### src/rtl/ex_muldiv_iter.sv
// Iterative multiply/divide unit for the execute stage: MULT(U), DIV(U), MADD(U), MSUB(U).
// Multiply finishes after MUL_LAT cycles; divide retires DIV_BITS quotient bits per cycle.
module ex_muldiv_iter #(
    parameter int unsigned DATA_W   = 32,
    parameter int unsigned DIV_BITS = 2,
    parameter int unsigned MUL_LAT  = 2
) (
    input  logic                  clk,
    input  logic                  rst,
    input  logic                  flush,
    input  logic                  stall,
    input  logic                  start,
    input  logic [2:0]            op_i,
    input  logic [DATA_W-1:0]     reg1,
    input  logic [DATA_W-1:0]     reg2,
    input  logic [2*DATA_W-1:0]   hilo_i,
    output logic [2*DATA_W-1:0]   hilo_o,
    output logic                  busy,
    output logic                  done
);

    localparam int unsigned DivCycles = DATA_W / DIV_BITS;
    localparam int unsigned CntMax    = (MUL_LAT > DivCycles) ? MUL_LAT : DivCycles;
    localparam int unsigned CntW      = $clog2(CntMax + 1);

    typedef enum logic [1:0] {StIdle, StMul, StDiv, StDone} state_e;

    state_e                state_q, state_d;
    logic [2:0]            op_q, op_d;
    logic [DATA_W-1:0]     a_q, a_d, b_q, b_d;
    logic [2*DATA_W-1:0]   acc_q, acc_d;
    logic [DATA_W:0]       rem_q, rem_d;
    logic [DATA_W-1:0]     quo_q, quo_d, dvs_q, dvs_d;
    logic                  qneg_q, qneg_d, rneg_q, rneg_d;
    logic [CntW-1:0]       cnt_q, cnt_d;
    logic [2*DATA_W-1:0]   hilo_q, hilo_d;

    logic                  in_idle;
    logic [2:0]            src_op;
    logic [DATA_W-1:0]     src_a, src_b;
    logic [2*DATA_W-1:0]   src_acc, ext_a, ext_b, prod, mul_res;
    logic                  neg_a, neg_b, in_is_div;
    logic [DATA_W-1:0]     abs_a, abs_b;
    logic [DATA_W:0]       s_rem, step_rem;
    logic [DATA_W-1:0]     s_quo, s_dvs, step_quo, div_lo, div_hi;
    logic                  s_qneg, s_rneg;

    // In IDLE the datapath works on the live inputs so a 1-cycle multiply and
    // the first divide step can be folded into the latch cycle.
    always_comb begin
        in_idle = (state_q == StIdle);
        src_op  = in_idle ? op_i   : op_q;
        src_a   = in_idle ? reg1   : a_q;
        src_b   = in_idle ? reg2   : b_q;
        src_acc = in_idle ? hilo_i : acc_q;

        ext_a   = {{DATA_W{~src_op[0] & src_a[DATA_W-1]}}, src_a};
        ext_b   = {{DATA_W{~src_op[0] & src_b[DATA_W-1]}}, src_b};
        prod    = ext_a * ext_b;
        if (src_op[2]) begin
            mul_res = src_op[1] ? (src_acc - prod) : (src_acc + prod);
        end else begin
            mul_res = prod;
        end
    end

    always_comb begin
        in_is_div = (op_i[2:1] == 2'b01);
        neg_a     = ~op_i[0] & reg1[DATA_W-1];
        neg_b     = ~op_i[0] & reg2[DATA_W-1];
        abs_a     = neg_a ? -reg1 : reg1;
        abs_b     = neg_b ? -reg2 : reg2;

        s_rem  = in_idle ? '0            : rem_q;
        s_quo  = in_idle ? abs_a         : quo_q;
        s_dvs  = in_idle ? abs_b         : dvs_q;
        s_qneg = in_idle ? neg_a ^ neg_b : qneg_q;
        s_rneg = in_idle ? neg_a         : rneg_q;

        // Restoring division, DIV_BITS bits per clock.
        step_rem = s_rem;
        step_quo = s_quo;
        for (int i = 0; i < int'(DIV_BITS); i++) begin
            step_rem = {step_rem[DATA_W-1:0], step_quo[DATA_W-1]};
            step_quo = {step_quo[DATA_W-2:0], 1'b0};
            if (step_rem >= {1'b0, s_dvs}) begin
                step_rem    = step_rem - {1'b0, s_dvs};
                step_quo[0] = 1'b1;
            end
        end

        div_lo = s_qneg ? -step_quo : step_quo;
        div_hi = s_rneg ? -step_rem[DATA_W-1:0] : step_rem[DATA_W-1:0];
    end

    always_comb begin
        state_d = state_q;
        op_d    = op_q;
        a_d     = a_q;
        b_d     = b_q;
        acc_d   = acc_q;
        rem_d   = rem_q;
        quo_d   = quo_q;
        dvs_d   = dvs_q;
        qneg_d  = qneg_q;
        rneg_d  = rneg_q;
        cnt_d   = cnt_q;
        hilo_d  = hilo_q;
        busy    = 1'b0;

        unique case (state_q)
            StIdle: begin
                if (start && !flush) begin
                    busy  = 1'b1;
                    op_d  = op_i;
                    a_d   = reg1;
                    b_d   = reg2;
                    acc_d = hilo_i;
                    if (in_is_div) begin
                        if (reg2 == '0) begin
                            hilo_d  = {reg1, {DATA_W{1'b1}}};
                            state_d = StDone;
                        end else begin
                            rem_d  = step_rem;
                            quo_d  = step_quo;
                            dvs_d  = abs_b;
                            qneg_d = neg_a ^ neg_b;
                            rneg_d = neg_a;
                            if (DivCycles == 1) begin
                                hilo_d  = {div_hi, div_lo};
                                state_d = StDone;
                            end else begin
                                cnt_d   = CntW'(DivCycles - 2);
                                state_d = StDiv;
                            end
                        end
                    end else if (MUL_LAT == 1) begin
                        hilo_d  = mul_res;
                        state_d = StDone;
                    end else begin
                        cnt_d   = CntW'(MUL_LAT - 2);
                        state_d = StMul;
                    end
                end
            end
            StMul: begin
                busy = 1'b1;
                if (cnt_q == '0) begin
                    hilo_d  = mul_res;
                    state_d = StDone;
                end else begin
                    cnt_d = cnt_q - CntW'(1);
                end
            end
            StDiv: begin
                busy  = 1'b1;
                rem_d = step_rem;
                quo_d = step_quo;
                if (cnt_q == '0) begin
                    hilo_d  = {div_hi, div_lo};
                    state_d = StDone;
                end else begin
                    cnt_d = cnt_q - CntW'(1);
                end
            end
            StDone: begin
                if (!stall) begin
                    state_d = StIdle;
                end
            end
            default: state_d = StIdle;
        endcase

        // A flushed operation must not leave its result behind.
        if (flush) begin
            state_d = StIdle;
            hilo_d  = hilo_q;
        end
    end

    always_ff @(posedge clk) begin
        if (rst) begin
            state_q <= StIdle;
            op_q    <= '0;
            a_q     <= '0;
            b_q     <= '0;
            acc_q   <= '0;
            rem_q   <= '0;
            quo_q   <= '0;
            dvs_q   <= '0;
            qneg_q  <= 1'b0;
            rneg_q  <= 1'b0;
            cnt_q   <= '0;
            hilo_q  <= '0;
        end else begin
            state_q <= state_d;
            op_q    <= op_d;
            a_q     <= a_d;
            b_q     <= b_d;
            acc_q   <= acc_d;
            rem_q   <= rem_d;
            quo_q   <= quo_d;
            dvs_q   <= dvs_d;
            qneg_q  <= qneg_d;
            rneg_q  <= rneg_d;
            cnt_q   <= cnt_d;
            hilo_q  <= hilo_d;
        end
    end

    assign hilo_o = hilo_q;
    assign done   = (state_q == StDone);

endmodule

### config.mk
export PLATFORM = sky130hd
export DESIGN_NAME = ex_muldiv_iter
export DESIGN_NICKNAME = d
export VERILOG_FILES = /design/src/rtl/ex_muldiv_iter.sv
export SDC_FILE = /design/constraint.sdc
export NUM_CORES = 2
export LEC_CHECK = 0
export ABC_AREA = 1
export BUFFER_PORTS_ARGS = -buffer_cell sky130_fd_sc_hd__buf_2
export CELL_PAD_IN_SITES_DETAIL_PLACEMENT = 0
export CELL_PAD_IN_SITES_GLOBAL_PLACEMENT = 2
export CORE_MARGIN = 5
export CORE_UTILIZATION = 35
export CTS_CLUSTER_SIZE = 8
export DETAILED_ROUTE_END_ITERATION = 16
export GPL_TIMING_DRIVEN = 0
export PLACE_DENSITY_LB_ADDON = 0.05
export SLEW_MARGIN = 20
export SYNTH_ARGS = -nofsm -noshare
export SYNTH_HDL_FRONTEND = slang
export SYNTH_SLANG_ARGS = --single-unit
### constraint.sdc
create_clock -name clk -period 16.4 [get_ports clk]
set_clock_uncertainty 0.2 [all_clocks]
set_input_delay 1.64 -clock clk [delete_from_list [all_inputs] [get_ports clk]]
set_output_delay 1.64 -clock clk [all_outputs]
set_load 0.05 [all_outputs]
Yosys cells after proc, flatten, opt, wreduce, memory -nomap -nowiden
Cells that the tools add are included.
Storage, ports and cells
  RAM bits: 0
  memories: 0
  output and inout bits: 66
  logic and storage cells: 109
  input bits: 136
  ROM bits: 0
  bits in latches: 0
  register bits: 300
Cells by class
  $lt $le $gt $ge: 2
  bitwise operators: 9
  reduce and logical (&&, ||, !) cells: 16
  shift-type cells: 0
  eq/ne operators: 14
  add/sub/neg operators: 9
  multiplexer cells: 46
  div/mod/pow operators: 0
  multiply operators: 1
Operators with widths (number)
  32-bit 2-to-1 mux: 17
  64-bit 2-to-1 mux: 8
  64-bit one-hot mux with 3 select lines: 1
  32-bit negation: 4
  32-bit one-hot mux with 2 select lines: 2
  33-bit by 32-bit >= comparator with 1-bit output: 2
  64-bit adder: 1
  33-bit by 33-bit multiplier with 64-bit output: 1
  32-bit subtractor: 2
  64-bit subtractor: 1
  32-bit zero test: 1
  5-bit 2-to-1 mux: 4
  4-bit AND reduction: 3
  2-bit inequality test (second input constant): 5
  5-bit one-hot mux with 2 select lines: 1
  2-bit 2-to-1 mux: 4
  2-bit by 1-bit inequality test with 1-bit output (second input constant): 4
  7-bit AND reduction: 1
  1-bit 2-to-1 mux: 6
  2-bit one-hot mux with 3 select lines: 1
  5-bit zero test: 1
  5-bit by 1-bit subtractor with 5-bit output (second input constant): 1
  1-bit AND: 4
  2-bit by 1-bit equality test with 1-bit output (second input constant): 2
  other kinds (14): 20

Longest topological paths before layout
  word-level depth: 12
  gate-level depth with buffers: 75
  depth with buffers taken out: 65

Worst setup path before layout
Ideal clock, no wire load.
  path kind: flip-flop to flip-flop
  start point: register state_q[0]
  end point: register hilo_q[62] (netlist: hilo_o[62])
  clock period less this slack: 11.597 ns
  data required time: 16.130 ns
  slack: 4.803 ns
  setup time: 0.070 ns
  arrival time: 11.327 ns
  cell stages (with the launch flop): 61
  buffers on the path: 10
  path through: dfxtp_1 -> inv_1 -> ha_1 -> buf_6 -> buf_4 -> buf_4 -> buf_2 -> buf_4 -> buf_4 -> buf_4 -> buf_2 -> buf_2 -> o21ai_1 -> clkinv_1 -> buf_2 -> nand2_1 -> fa_1 -> fa_1 -> [25 not listed] -> nand2_1 -> o21ai_1 -> a21oi_1 -> o21ai_1 -> xor2_1 -> ha_1 -> nand2_1 -> o21a_1 -> o21ai_0 -> a2111oi_0 -> nand3_1 -> nand2_1 -> o22ai_1 -> o21ai_0 -> inv_1 -> nand2_1 -> nand2_1 -> a21oi_1
On the way
  cells in the longest elaborated chain, start to end: 10
  elaborated cells on any way between the ends: 37
  those cells by class: 5 x add/sub; 1 x mul; 2 x order compare; 7 x eq/ne; 16 x mux; 3 x bitwise; 3 x reduce/logical
RTL lines
  start, declared: RTL line 28  | state_e state_q, state_d;
  start signal, assigned: RTL line 183  | state_q <= StIdle;
  start signal, assigned: RTL line 196  | state_q <= state_d;
  2-bit zero test: RTL line 51, 111
  3-bit 2-to-1 mux, or another cell as far along: RTL line 52  | src_op = in_idle ? op_i : op_q;
  1-bit inverter, or another cell as far along: RTL line 57, 58
  1-bit AND, or another cell as far along: RTL line 57  | ext_a = {{DATA_W{~src_op[0] & src_a[DATA_W-1]}}, src_a};
  33-bit by 33-bit multiplier with 64-bit output, or another cell as far along: RTL line 59  | prod = ext_a * ext_b;
  64-bit adder, or another cell as far along: RTL line 61  | mul_res = src_op[1] ? (src_acc - prod) : (src_acc + prod);
  64-bit 2-to-1 mux or 32-bit negation (tied branches): RTL line 61, 93
  64-bit 2-to-1 mux or 32-bit 2-to-1 mux (tied branches): RTL line 60, 93
  64-bit 2-to-1 mux, on equally long branches: RTL line 148, 159
  64-bit one-hot mux with 3 select lines: RTL line 111  | unique case (state_q)
  end signal, assigned: RTL line 207  | hilo_q <= hilo_d;
  end, declared: RTL line 36  | logic [2*DATA_W-1:0] hilo_q, hilo_d;
Several ways; a longest one is shown, not always the timed one. The select of a mux whose other input is x is not followed.
A chain may end at the register's enable or synchronous reset.

Worst setup path after layout
  start point: register state_q[0]
  end point: register hilo_q[49] (netlist: hilo_o[49])
Same word-level chain as after synthesis.

==> metrics <==
Critical Path AT=16,150 ps; CP endpoint kind=register; ys flop type=dfxtp_1; worst hold-check path type=reg2reg; Slew Limit Fails=0; layout cells sized above 1=between 6 and 7%; die area=200,000 um^2; post-route ant nets=0; pre-CTS setup slack=-1150 ps; Slew @ Worst Pin=1300 ps; DIE WIDTH=around 450 um; Avg Synthesized Cell Area=7.11 um^2; fin util=around two fifths; fmax=63.0 MHz; TritonRoute pass-1 iters=6; WS Path Type=reg2reg; Hold Fails Final Rpt=0; Critical Path Sink=hilo_o[49]; gr usage total=approximately a third; Worst Setup Slack, final=about 520 ps; largest net degree at the start of global routing=23; H-tree Lvls=2; Longest Clk Path Bufs=3; Critical Path Source Type=register; number of global-route vias before repair=64,600; Post-synth EDFFs=0; R2R Path Start=state_q[0]; area grow syn2layout=9.34%; first-pass GRT wire length=484,000 um; sequential fraction of the synthesis area=around 9.0%; Hold Crit Start=acc_q[49]; Routed WL per cell=between 20 and 30 um; critical path's largest stage delay=approximately 900 ps; initial core utilization=between 30% and 40%; Clk pin slew, worst setup/hold paths=approximately 60 ps; period utilization=96.8%; max-cap violation count=0; routability cong.=about 1.0; most area-hungry cell type in the Yosys netlist=fa_1; Slew HR=a little over an eighth; Synth area leaders=fa_1, inv_1, nand2_1, dfxtp_1, ha_1; DR vias/cell=roughly 5.3; status=finished clean; R2R setup slack=around 520 ps; crit path from=state_q[0]; num rows=160; core area=about 190,000 um^2; DRC Markers=0; cell count after synthesis=approximately 9,400; syn nets=11,000; chip height=between 400 and 500 um; Synth top area share=33.8%; reg2reg end=hilo_o[49]; WP data required=16,670 ps; Remaining Overflow, GRT=0; RSZ-0062 raised after global routing=false; Post-Syn Area=about 67,000 um^2; Vias=about 65,000; CTS Hold Bufs=0; Async SR Flop Fraction=0%; yosys warns=0; Root Driver=clkbuf_16; placed insts=12,100; #FFs+latches synth=300; R2R depth=53; CTS buffer count=45; Final Non-Filler Cells=around 12,000; CTS sink count=300; 1st-iter DRT viols=5,919; slowest CP cell=clkbuf_1; Clock Latency Late Sink=between 600 and 700 ps; final WL=roughly 340,000 um; CTS tree=yes; Max Fanout on Critical Path=19; Synth cell types=about 80; initial antenna violation count=37; setup TNS after final layout=0 ps; post-layout min period=15,880 ps; fin nets=roughly 11,000; setup violators final=0; PortBufs=200; I/O pin total=202; hpwl dp=~300,000 um
## sequential cells by signal, indices dropped and copies added, names as in the netlist
signal / cells
acc_q: 64
rem_q: 32
hilo_o: 64
dvs_q: 32
a_q: 32
state_q: 2
b_q: 32
qneg_q: 1
op_q: 3
cnt_q: 5
quo_q: 32
rneg_q: 1
## layer usage
metal	up-vias	part of all wire, %	GRT usage (%)
li1	29200	-	-
met1	32700	44	47.6
met2	2440	44	53.3
met3	425	8.0	6.06
met4	12	3.8	10.4
met5	-	0.021	0
## logic make-up (layout without fill, tap and decap cells)
logic type | count (synthesis) | count (layout) | share of synthesized area (%)
AND/OR/NAND/NOR | 3510 | 3510 | 21.6
AO/OA/AOI/OAI | 1467 | 1467 | 12.3
flip-flops | 300 | 300 | 8.99
XOR/XNOR | 207 | 207 | 2.71
adder cells (fa/ha/maj) | 1479 | 1479 | 40.4
buffers and inverters | 2438 | 2722 | 14.1
other | 0 | 11 | 0
## worst min-delay path by stage
stage / cells past startpoint / end / slack, ps
after floorplan: 2 / acc_q[10] / 220
after global placement: 2 / acc_q[47] / 230
after detailed placement: 2 / acc_q[60] / 240
after CTS: 2 / acc_q[60] / 250
after global routing: 2 / acc_q[26] / 260
final: 2 / acc_q[49] / 250
## synthesized netlist by cell type, types with 9 or more instances
cell type / instances
inv_1: 2026
nand2_1: 1980
fa_1: 1128
nor2_1: 952
a21oi_1: 548
o21ai_0: 536
ha_1: 351
dfxtp_1: 300
nand3_1: 297
clkbuf_1: 270
xor2_1: 142
o21ai_1: 72
nor3_1: 68
o211ai_1: 65
xnor2_1: 65
buf_2: 56
a31oi_1: 54
nand4_1: 54
a211oi_1: 38
nand2_2: 34
o21bai_1: 27
clkinv_1: 23
a21o_1: 22
nand3b_1: 21
o21a_1: 21
nor2_2: 20
inv_2: 18
or2_2: 18
buf_4: 14
nor4_1: 14
o21ai_2: 13
o221ai_1: 12
buf_6: 11
a21oi_2: 10
buf_1: 10
nor3_2: 9
## layout by cell type (no fill, tap or decap), drive strengths merged, types with 77 or more instances in the layout
master / netlist / layout
nand3: 304 / 304
dfxtp: 300 / 300
inv: 2046 / 2040
fa: 1128 / 1128
a21oi: 562 / 562
nor3: 77 / 77
ha: 351 / 351
o21ai: 624 / 624
nor2: 982 / 982
nand2: 2020 / 2020
clkbuf: 271 / 321
buf: 93 / 321
xor2: 142 / 142
## area by class of cell
class	count	area (um^2)
antenna	11	27.5
buffer	362	1690
clock buffer	51	1170
clock inverter	6	111
fill	20700	117000
inverter	2069	7820
multi-input combinational	6663	51700
sequential	300	6010
tap	2511	3140
timing repair buffer	234	1410
## stage by stage
step	hold slack [ps]	instance area [um^2]
after floorplan	224	66800
after global placement	234	71000
after detailed placement	239	71500
after CTS	247	72800
after global routing	262	73000
final	246	73100
## critical path, delay by kind of cell, from the launching register on
| kind | cells | cell delay [ps] |
|---|---|---|
| compound gates | 9 | 3080 |
| xor+xnor | 3 | 1510 |
| fa+ha+maj | 11 | 5570 |
| buf+inv | 16 | 3070 |
| flops | 1 | 360 |
| simple gates | 14 | 1860 |
## repair_timing
action | CTS | global route
endpoints found under the setup margin | 27 | 27
buffers inserted | 2 | 4
gates resized for setup | 24 | 88
Power is left out: the tool's default activity adds up to more than one toggle a clock period on the data nets, which glitch-free logic cannot reach.
